===== src/rtl/uart_pkg.sv =====
// Shared UART definitions: receiver/transmitter state encoding and oversampling constants.
package uart_pkg;

    typedef enum logic [1:0] {
        IDLE,
        START,
        DATA,
        STOP
    } uart_state_t;

    localparam int OVERSAMPLE  = 16;
    localparam int MID_TICK    = 7;
    localparam int DEF_DBIT    = 8;
    localparam int DEF_SB_TICK = 16;

endpackage


===== src/rtl/sync_2ff.sv =====
// Two-flop synchronizer for a single asynchronous input.
// Reset value is a parameter so an idle-high line does not look like activity out of reset.
module sync_2ff #(
    parameter logic RST_VAL = 1'b1
) (
    input  logic clk,
    input  logic reset,
    input  logic i_d,
    output logic o_q
);

    logic r_meta;
    logic r_sync;

    always_ff @(posedge clk) begin
        if (!reset) begin
            r_meta <= RST_VAL;
            r_sync <= RST_VAL;
        end else begin
            r_meta <= i_d;
            r_sync <= r_meta;
        end
    end

    assign o_q = r_sync;

endmodule


===== src/rtl/uart_rx.sv =====
// 8N1-style UART receiver driven by a 16x oversampling tick; delivers each frame as a
// registered byte with a one-cycle done strobe and a framing-error flag.
//
// state | meaning
// IDLE  | waiting for the synchronized line to go low
// START | counting to mid start bit; a high line there is a false start
// DATA  | shifting one data bit every 16 ticks, LSB first
// STOP  | timing the stop bit, then presenting the byte
module uart_rx
    import uart_pkg::*;
#(
    parameter int DBIT    = DEF_DBIT,
    parameter int SB_TICK = DEF_SB_TICK
) (
    input  logic            clk,
    input  logic            reset,
    input  logic            rx,
    input  logic            s_tick,
    output logic [DBIT-1:0] dout,
    output logic            rx_done_tick,
    output logic            frame_err
);

    localparam int NW = (DBIT > 1) ? $clog2(DBIT) : 1;
    localparam logic [NW-1:0] N_LAST      = NW'(DBIT - 1);
    localparam logic [3:0]    S_MID       = 4'(MID_TICK);
    localparam logic [3:0]    S_BIT_LAST  = 4'(OVERSAMPLE - 1);
    localparam logic [3:0]    S_STOP_LAST = 4'(SB_TICK - 1);

    logic w_rx_s;

    uart_state_t     r_state, w_state_nxt;
    logic [3:0]      r_s, w_s_nxt;
    logic [NW-1:0]   r_n, w_n_nxt;
    logic [DBIT-1:0] r_b, w_b_nxt;
    logic            r_stop_s, w_stop_s_nxt;
    logic [DBIT-1:0] r_dout, w_dout_nxt;
    logic            r_done, w_done_nxt;
    logic            r_ferr, w_ferr_nxt;

    sync_2ff #(.RST_VAL(1'b1)) u_sync_rx (
        .clk   (clk),
        .reset (reset),
        .i_d   (rx),
        .o_q   (w_rx_s)
    );

    always_ff @(posedge clk) begin
        if (!reset) begin
            r_state  <= IDLE;
            r_s      <= '0;
            r_n      <= '0;
            r_b      <= '0;
            r_stop_s <= 1'b0;
            r_dout   <= '0;
            r_done   <= 1'b0;
            r_ferr   <= 1'b0;
        end else begin
            r_state  <= w_state_nxt;
            r_s      <= w_s_nxt;
            r_n      <= w_n_nxt;
            r_b      <= w_b_nxt;
            r_stop_s <= w_stop_s_nxt;
            r_dout   <= w_dout_nxt;
            r_done   <= w_done_nxt;
            r_ferr   <= w_ferr_nxt;
        end
    end

    always_comb begin
        w_state_nxt  = r_state;
        w_s_nxt      = r_s;
        w_n_nxt      = r_n;
        w_b_nxt      = r_b;
        w_stop_s_nxt = r_stop_s;
        w_dout_nxt   = r_dout;
        w_done_nxt   = 1'b0;
        w_ferr_nxt   = r_ferr;

        case (r_state)
            IDLE: begin
                if (!w_rx_s) begin
                    w_state_nxt = START;
                    w_s_nxt     = '0;
                end
            end
            START: begin
                if (s_tick) begin
                    if (r_s == S_MID) begin
                        if (!w_rx_s) begin
                            w_state_nxt = DATA;
                            w_s_nxt     = '0;
                            w_n_nxt     = '0;
                        end else begin
                            w_state_nxt = IDLE;
                        end
                    end else begin
                        w_s_nxt = r_s + 4'd1;
                    end
                end
            end
            DATA: begin
                if (s_tick) begin
                    if (r_s == S_BIT_LAST) begin
                        w_s_nxt = '0;
                        w_b_nxt = {w_rx_s, r_b[DBIT-1:1]};
                        if (r_n == N_LAST) begin
                            w_state_nxt = STOP;
                        end else begin
                            w_n_nxt = r_n + NW'(1);
                        end
                    end else begin
                        w_s_nxt = r_s + 4'd1;
                    end
                end
            end
            STOP: begin
                if (s_tick) begin
                    if (r_s == S_STOP_LAST) begin
                        w_state_nxt = IDLE;
                        w_done_nxt  = 1'b1;
                        w_dout_nxt  = r_b;
                        // A very short stop period can end on the sample tick itself.
                        w_ferr_nxt  = ~((r_s == S_MID) ? w_rx_s : r_stop_s);
                    end else begin
                        if (r_s == S_MID) begin
                            w_stop_s_nxt = w_rx_s;
                        end
                        w_s_nxt = r_s + 4'd1;
                    end
                end
            end
            default: begin
                w_state_nxt = IDLE;
            end
        endcase
    end

    assign dout         = r_dout;
    assign rx_done_tick = r_done;
    assign frame_err    = r_ferr;

endmodule


===== config.mk =====
export PLATFORM = sky130hd
export DESIGN_NAME = uart_rx
export DESIGN_NICKNAME = d
export VERILOG_FILES = /design/src/rtl/uart_pkg.sv /design/src/rtl/sync_2ff.sv /design/src/rtl/uart_rx.sv
export SDC_FILE = /design/constraint.sdc
export NUM_CORES = 1
export LEC_CHECK = 0
export CELL_PAD_IN_SITES_DETAIL_PLACEMENT = 0
export CELL_PAD_IN_SITES_GLOBAL_PLACEMENT = 1
export CORE_MARGIN = 4
export CORE_UTILIZATION = 30
export DETAILED_ROUTE_END_ITERATION = 12
export GPL_TIMING_DRIVEN = 0
export PLACE_DENSITY = 0.59
export SYNTH_ARGS = -nofsm -noshare
export SYNTH_HDL_FRONTEND = slang
export SYNTH_HIERARCHICAL = 1
export SYNTH_SLANG_ARGS = --single-unit

===== constraint.sdc =====
create_clock -name clk -period 4.7 [get_ports clk]
set_clock_uncertainty 0.2 [all_clocks]
set_input_delay 1.175 -clock clk [delete_from_list [all_inputs] [get_ports clk]]
set_output_delay 1.175 -clock clk [all_outputs]
set_load 0.1 [all_outputs]

==> out/summary.txt, run 1 <==
switching pwr: 0.108 mW
Placement Cell Area: 1550 sq um
Fin Hold WS: 0.207 ns
clock buffer depth: 2
worst min-delay path class: flip-flop to flip-flop
Syn Std Cell Area: 1360 sq um
CP delay by family, top: buffers and inverters
critical path's slowest cell: clkdlybuf4s50_1
CTS clk-pin slew, worst paths: 0.06 ns
cell taking the most area after synthesis: dfxtp_1
H-tree levels: 2
TNS Setup: 0 ns
post_cts resized: 0
Buf/Inv on CP: 1
Critical R2R Capture: dout[4]$_SDFFE_PN0P_
Mapped Cells: 139
hold endpoint: u_sync_rx/o_q$_SDFF_PN1_
clk_lat worst skew: 0.27 ns
post-layout net count: 166
Max Fanout on Critical Path: 2
Remaining DRCs: 0
cts hold-fix bufs: 0
All-Layer GR Usage: 10.8%
max frequency: 320 MHz
TritonCTS clock tree: done
Lkg Pwr: 0.554 nW
Ys Warns: 6
final core occ: 37.8%
antenna-violating nets left: 0
Remaining Overflow, GRT: 0
Reg2Reg Setup Slack: 2.78 ns
pre-CTS setup slack: 1.65 ns
sw frac: 22.0%
final wirelength: 2720 microns
crit start category: flip-flop
RD Place Congestion: 0.824
Combinational Power Share: 4.5%
layout cells sized above 1: 10.6%
fraction of registers with async set/reset: 0%
Clock Sinks: 30
Worst-Margin Slew: 0.969 ns
die height: 75.3 microns
CTS Buf Count: 5
antenna violations before repair: 0
Max Cap Violations: 0
Crit path largest cell delay: 1.13 ns
most frequent cells in the layout: dfxtp_1 (30), mux2i_1 (21), nor2b_1 (14), nand2_1 (13), clkdlybuf4s50_1 (13)
setup slack after layout: 1.58 ns
crit-path cells: clkdlybuf4s50_1
critical path data arrival time: 1.75 ns
minimum clock period: 3.12 ns
DR pass1 iterations: 4
CTS Root Cell: clkbuf_8
first-pass GRT wire length: 4490 microns
wire length per cell: 12.8 microns
die area: 5670 sq um
Initial Util: 31.2%
Final Hold Violating Endpoints: 0
Reg2Reg Depth: 6
Final Power: 0.492 mW
WP data required: 3.32 ns
Clk pwr share: 43.1%
Vias/cell: 4.85
placed insts: 204
Die Width: 75.3 microns
Vias: 1029
number of flops mapped to enable cells by yosys: 0
RR Startpoint: r_s[0]$_SDFFE_PN0P_
num rows: 24
endpoint class of the critical path: primary output
endpoints failing setup: 0
status: completed
port bufs: 13
cell internal pwr: 0.384 mW
sequential share of the synthesized area: 44.2%
Core Area: 4350 sq um
area grow syn2layout: 21.1%
Non-Filler Instances: 212
Syn Nets: 146
fin crit share: 66.4%
Max VDD drop: 162 uV
Synth top area share: 44.2%
#FFs+latches synth: 30
critical path class: flip-flop to primary output
Netlist cell types: 33
Slew HR: 35.2%
DP Wirelength: 1930 microns
ranking of synthesized cells by area: dfxtp_1 (44%), mux2i_1 (15%), nor2b_1 (6.5%)
Post CTS Setup Buffer Count: 0
Seq pwr share: 52.5%
ANT cells: 0
WHS Path Cells: 1
pin count of the biggest net entering global routing: 11
unrepaired setup endpoints after global routing: false
commonest non-fill, non-tap cell in the layout: dfxtp_1
post-route cell area: 1640 sq um
number of global-route vias before repair: 950
IO Count: 14
fin. max-slew vios: 0
predominant post-synthesis flop cell: dfxtp_1
syn avg cell area: 9.77 sq um
Iteration-0 DRC Markers: 35
hold wc startpoint: u_sync_rx/r_meta$_SDFF_PN1_
Pwr Density: 299 nW/um^2
[flip-flops by register name (all words and copies together) (netlist names), named ones only]
| signal | flops |
|---|---|
| dout | 8 |
| r_b | 8 |
| r_s | 4 |
| r_n | 3 |
| frame_err | 1 |
| r_state | 1 |
| r_stop_s | 1 |
| rx_done_tick | 1 |
| u_sync_rx/o_q | 1 |
| u_sync_rx/r_meta | 1 |
[layout make-up]
cell class | instances | area [sq um]
timing repair buffer | 13 | 130
clock buffer | 7 | 86.3
clock inverter | 1 | 5.00
tap | 52 | 65.1
sequential | 30 | 601
inverter | 2 | 7.51
buffer | 8 | 51.3
fill | 435 | 2710
multi-input combinational | 99 | 698
[worst max-delay path by stage]
| stage | from | to | slack (ns) | depth (start not counted) |
|---|---|---|---|---|
| after floorplan | frame_err$_SDFFE_PN0P_ | frame_err | 2.40 | 0 |
| after detailed placement | s_tick | dout[6]$_SDFFE_PN0P_ | 1.65 | 6 |
| final | dout[7]$_SDFFE_PN0P_ | dout[7] | 1.58 | 1 |
| after global placement | s_tick | dout[2]$_SDFFE_PN0P_ | 1.68 | 6 |
| after CTS | dout[7]$_SDFFE_PN0P_ | dout[7] | 1.56 | 1 |
| after global routing | dout[0]$_SDFFE_PN0P_ | dout[0] | 1.53 | 1 |
[per-layer routing]
layer	global-route usage [%]	routed length, microns
met3	3.34	135
met4	5.24	50
met2	15.5	1190
met1	14.6	1340
met5	0	0
[cells by family (layout without fill, tap and decap cells)]
logic type | Yosys count | after routing | share of synthesized area (%)
AND/OR/NAND/NOR | 56 | 56 | 23.1
flip-flops | 30 | 30 | 44.2
multiplexers | 21 | 21 | 15.5
AO/OA/AOI/OAI | 17 | 17 | 8.76
buffers and inverters | 10 | 31 | 4.33
adder cells (fa/ha/maj) | 3 | 3 | 2.77
XOR/XNOR | 2 | 2 | 1.29
[power by group through the flow]
stage / Combinational (mW) / Clock, mW / Sequential [mW]
after CTS: 0.0222 / 0.218 / 0.258
after global routing: 0.0249 / 0.227 / 0.258
final: 0.0220 / 0.212 / 0.258
after detailed placement: 0.0222 / 0 / 0.264
after global placement: 0.0220 / 0 / 0.264
after floorplan: 0.0143 / 0 / 0.263
[Yosys cell counts (3+ instances only)]
cell and count:
dfxtp_1 30, nor2_1 9, clkbuf_1 3, nand2b_1 3, nand3_1 6, a31oi_1 3
nor2b_1 14, nand2_1 13, mux2i_1 21, o21ai_0 6, ha_1 3
(Power assumes the default switching activity.)
==> run 2, diff against run 1 <==
Clock period 4.7 ns to 3 ns, I/O delays scaled along.
==> results of run 2 <==
The final DEF is identical to that of run 1. Status: completed.
Among the figures that moved: setup slack after placement 1.65 ns -> 0.371 ns; setup slack after layout 1.58 ns -> 0.304 ns; register-to-register setup slack 2.78 ns -> 1.08 ns; total power 0.492 mW -> 0.771 mW; worst IR drop on VDD 162 uV -> 253 uV
==> run 3, diff against run 2 <==
Settings changed: CORE_UTILIZATION 30 to 42, PLACE_DENSITY 0.59 to 0.77.
==> run 3 against run 2 <==
Die area fell by 26%. Worst hold slack improved by 0.0051 ns. Utilization rose by 16 points. Sequential share of layout area fell by 0.22 points. Clock power rose by 29%. Fmax fell by 3.2%. Sequential cell count did not move. Clock-buffer cell count fell by 1. Register-to-register slack improved by 0.07 ns. Critical path depth did not move. Design area rose by 0.61%. Largest power group is now clock. Highest routed layer unchanged.
==> out/summary.txt, run 3 (synthesis gave the netlist of run 1 again) <==
status: completed
Worst-Margin Slew: 0.980 ns (+0.0116 ns)
TritonCTS clock tree: done
RR Startpoint: r_s[0]$_SDFFE_PN0P_
Critical R2R Capture: dout[6]$_SDFFE_PN0P_
Fin Hold WS: 0.212 ns (+0.00506 ns)
Max VDD drop: 315 uV
area grow syn2layout: 21.8%
port bufs: 13 (unchanged)
Slew HR: 34.5% (-0.78 points)
clock buffer depth: 2 (unchanged)
Non-Filler Instances: 204 (-3.8%)
Remaining Overflow, GRT: 0 (unchanged)
Final Power: 0.865 mW
Initial Util: 44.1% (+13 points)
post-route cell area: 1650 sq um (+0.61%)
layout cells sized above 1: 11.3% (+0.63 points)
critical path class: flip-flop to primary output
max frequency: 359 MHz
Buf/Inv on CP: 1 (unchanged)
Final Hold Violating Endpoints: 0 (unchanged)
critical path's slowest cell: clkdlybuf4s50_1
ANT cells: 0 (unchanged)
first-pass GRT wire length: 4420 microns (-1.5%)
pin count of the biggest net entering global routing: 11 (unchanged)
CTS Buf Count: 5 (unchanged)
CTS clk-pin slew, worst paths: 0.10 ns (+0.04 ns)
Clock Sinks: 30 (unchanged)
cts hold-fix bufs: 0 (unchanged)
TNS Setup: 0 ns (unchanged)
unrepaired setup endpoints after global routing: false
post_cts resized: 0 (unchanged)
Vias/cell: 5.02 (+3.4%)
Die Width: 64.9 microns (-14%)
post-layout net count: 166 (unchanged)
Lkg Pwr: 0.564 nW (+1.8%)
Iteration-0 DRC Markers: 53 (+51%)
number of global-route vias before repair: 974 (+2.5%)
Crit path largest cell delay: 1.14 ns (about the same)
RD Place Congestion: 0.773 (-6.2%)
Pwr Density: 523 nW/um^2
Reg2Reg Depth: 6 (unchanged)
clk_lat worst skew: 0.34 ns (+0.07 ns)
fin. max-slew vios: 0 (unchanged)
commonest non-fill, non-tap cell in the layout: dfxtp_1
H-tree levels: 2 (unchanged)
CP delay by family, top: buffers and inverters
worst min-delay path class: flip-flop to flip-flop
endpoints failing setup: 0 (unchanged)
wire length per cell: 12.3 microns (-3.9%)
most frequent cells in the layout: dfxtp_1 (30), mux2i_1 (21), nor2b_1 (14), nand2_1 (13), clkdlybuf4s50_1 (13)
hold wc startpoint: u_sync_rx/r_meta$_SDFF_PN1_
WP depth: 1 (unchanged)
Placement Cell Area: 1540 sq um (-0.64%)
endpoint class of the critical path: primary output
Max Fanout on Critical Path: 2 (unchanged)
crit-path cells: clkdlybuf4s50_1
DP Wirelength: 1810 microns (-5.8%)
Core Area: 3080 sq um (-29%)
All-Layer GR Usage: 14.1% (+3.4 points)
placed insts: 196 (-3.9%)
WHS Path Cells: 1 (unchanged)
Vias: 1024 (-0.49%)
Reg2Reg Setup Slack: 1.15 ns
Max Cap Violations: 0 (unchanged)
CTS Root Cell: clkbuf_4
Post CTS Setup Buffer Count: 0 (unchanged)
crit start category: flip-flop
antenna violations before repair: 0 (unchanged)
fin crit share: 92.9%
Remaining DRCs: 0 (unchanged)
final wirelength: 2510 microns (-7.5%)
DR pass1 iterations: 4 (unchanged)
num rows: 20 (-17%)
die height: 64.9 microns (-14%)
minimum clock period: 2.79 ns
antenna-violating nets left: 0 (unchanged)
critical path data arrival time: 1.84 ns (+0.09 ns)
IO Count: 14 (unchanged)
WP data required: 2.05 ns
hold endpoint: u_sync_rx/o_q$_SDFF_PN1_
die area: 4210 sq um (-26%)
[run 3: power breakdown]
group	switching, mW	internal [mW]
Combinational	0.0185	0.0148
Clock	0.146	0.282
Sequential	0.00255	0.401
[run 3: final cells by class]
class                      instances  area (sq um)
buffer                             8          51.3
clock inverter                     2          60.1
timing repair buffer              13           130
multi-input combinational         99           698
tap                               44          55.1
inverter                           2          7.51
clock buffer                       6          51.3
fill                             301          1420
sequential                        30           601
[run 3: how the worst max path moves through the flow]
| stage | from | end | slack [ns] |
|---|---|---|---|
| floorplan | frame_err$_SDFFE_PN0P_ | frame_err | 1.13 |
| global placement | s_tick | dout[2]$_SDFFE_PN0P_ | 0.47 |
| detailed placement | s_tick | dout[5]$_SDFFE_PN0P_ | 0.44 |
| CTS | dout[0]$_SDFFE_PN0P_ | dout[0] | 0.19 |
| global route | dout[1]$_SDFFE_PN0P_ | dout[1] | 0.15 |
| finish | dout[0]$_SDFFE_PN0P_ | dout[0] | 0.21 |
[run 3: per-stage QoR]
| stage | util [%] | setup slack, ns |
|---|---|---|
| floorplan | - | 1.13 |
| global placement | 50.1 | 0.466 |
| detailed placement | 50.1 | 0.440 |
| CTS | 53.7 | 0.187 |
| global route | 53.7 | 0.148 |
| finish | 53.7 | 0.214 |
[run 3: layer usage]
metal | GRT usage (%) | up-vias | wire (microns)
li1 | - | 516 | -
met1 | 17.1 | 483 | 1170
met2 | 21.1 | 20 | 1140
met3 | 6.24 | 5 | 157
met4 | 7.12 | 0 | 48
met5 | 0 | - | 0
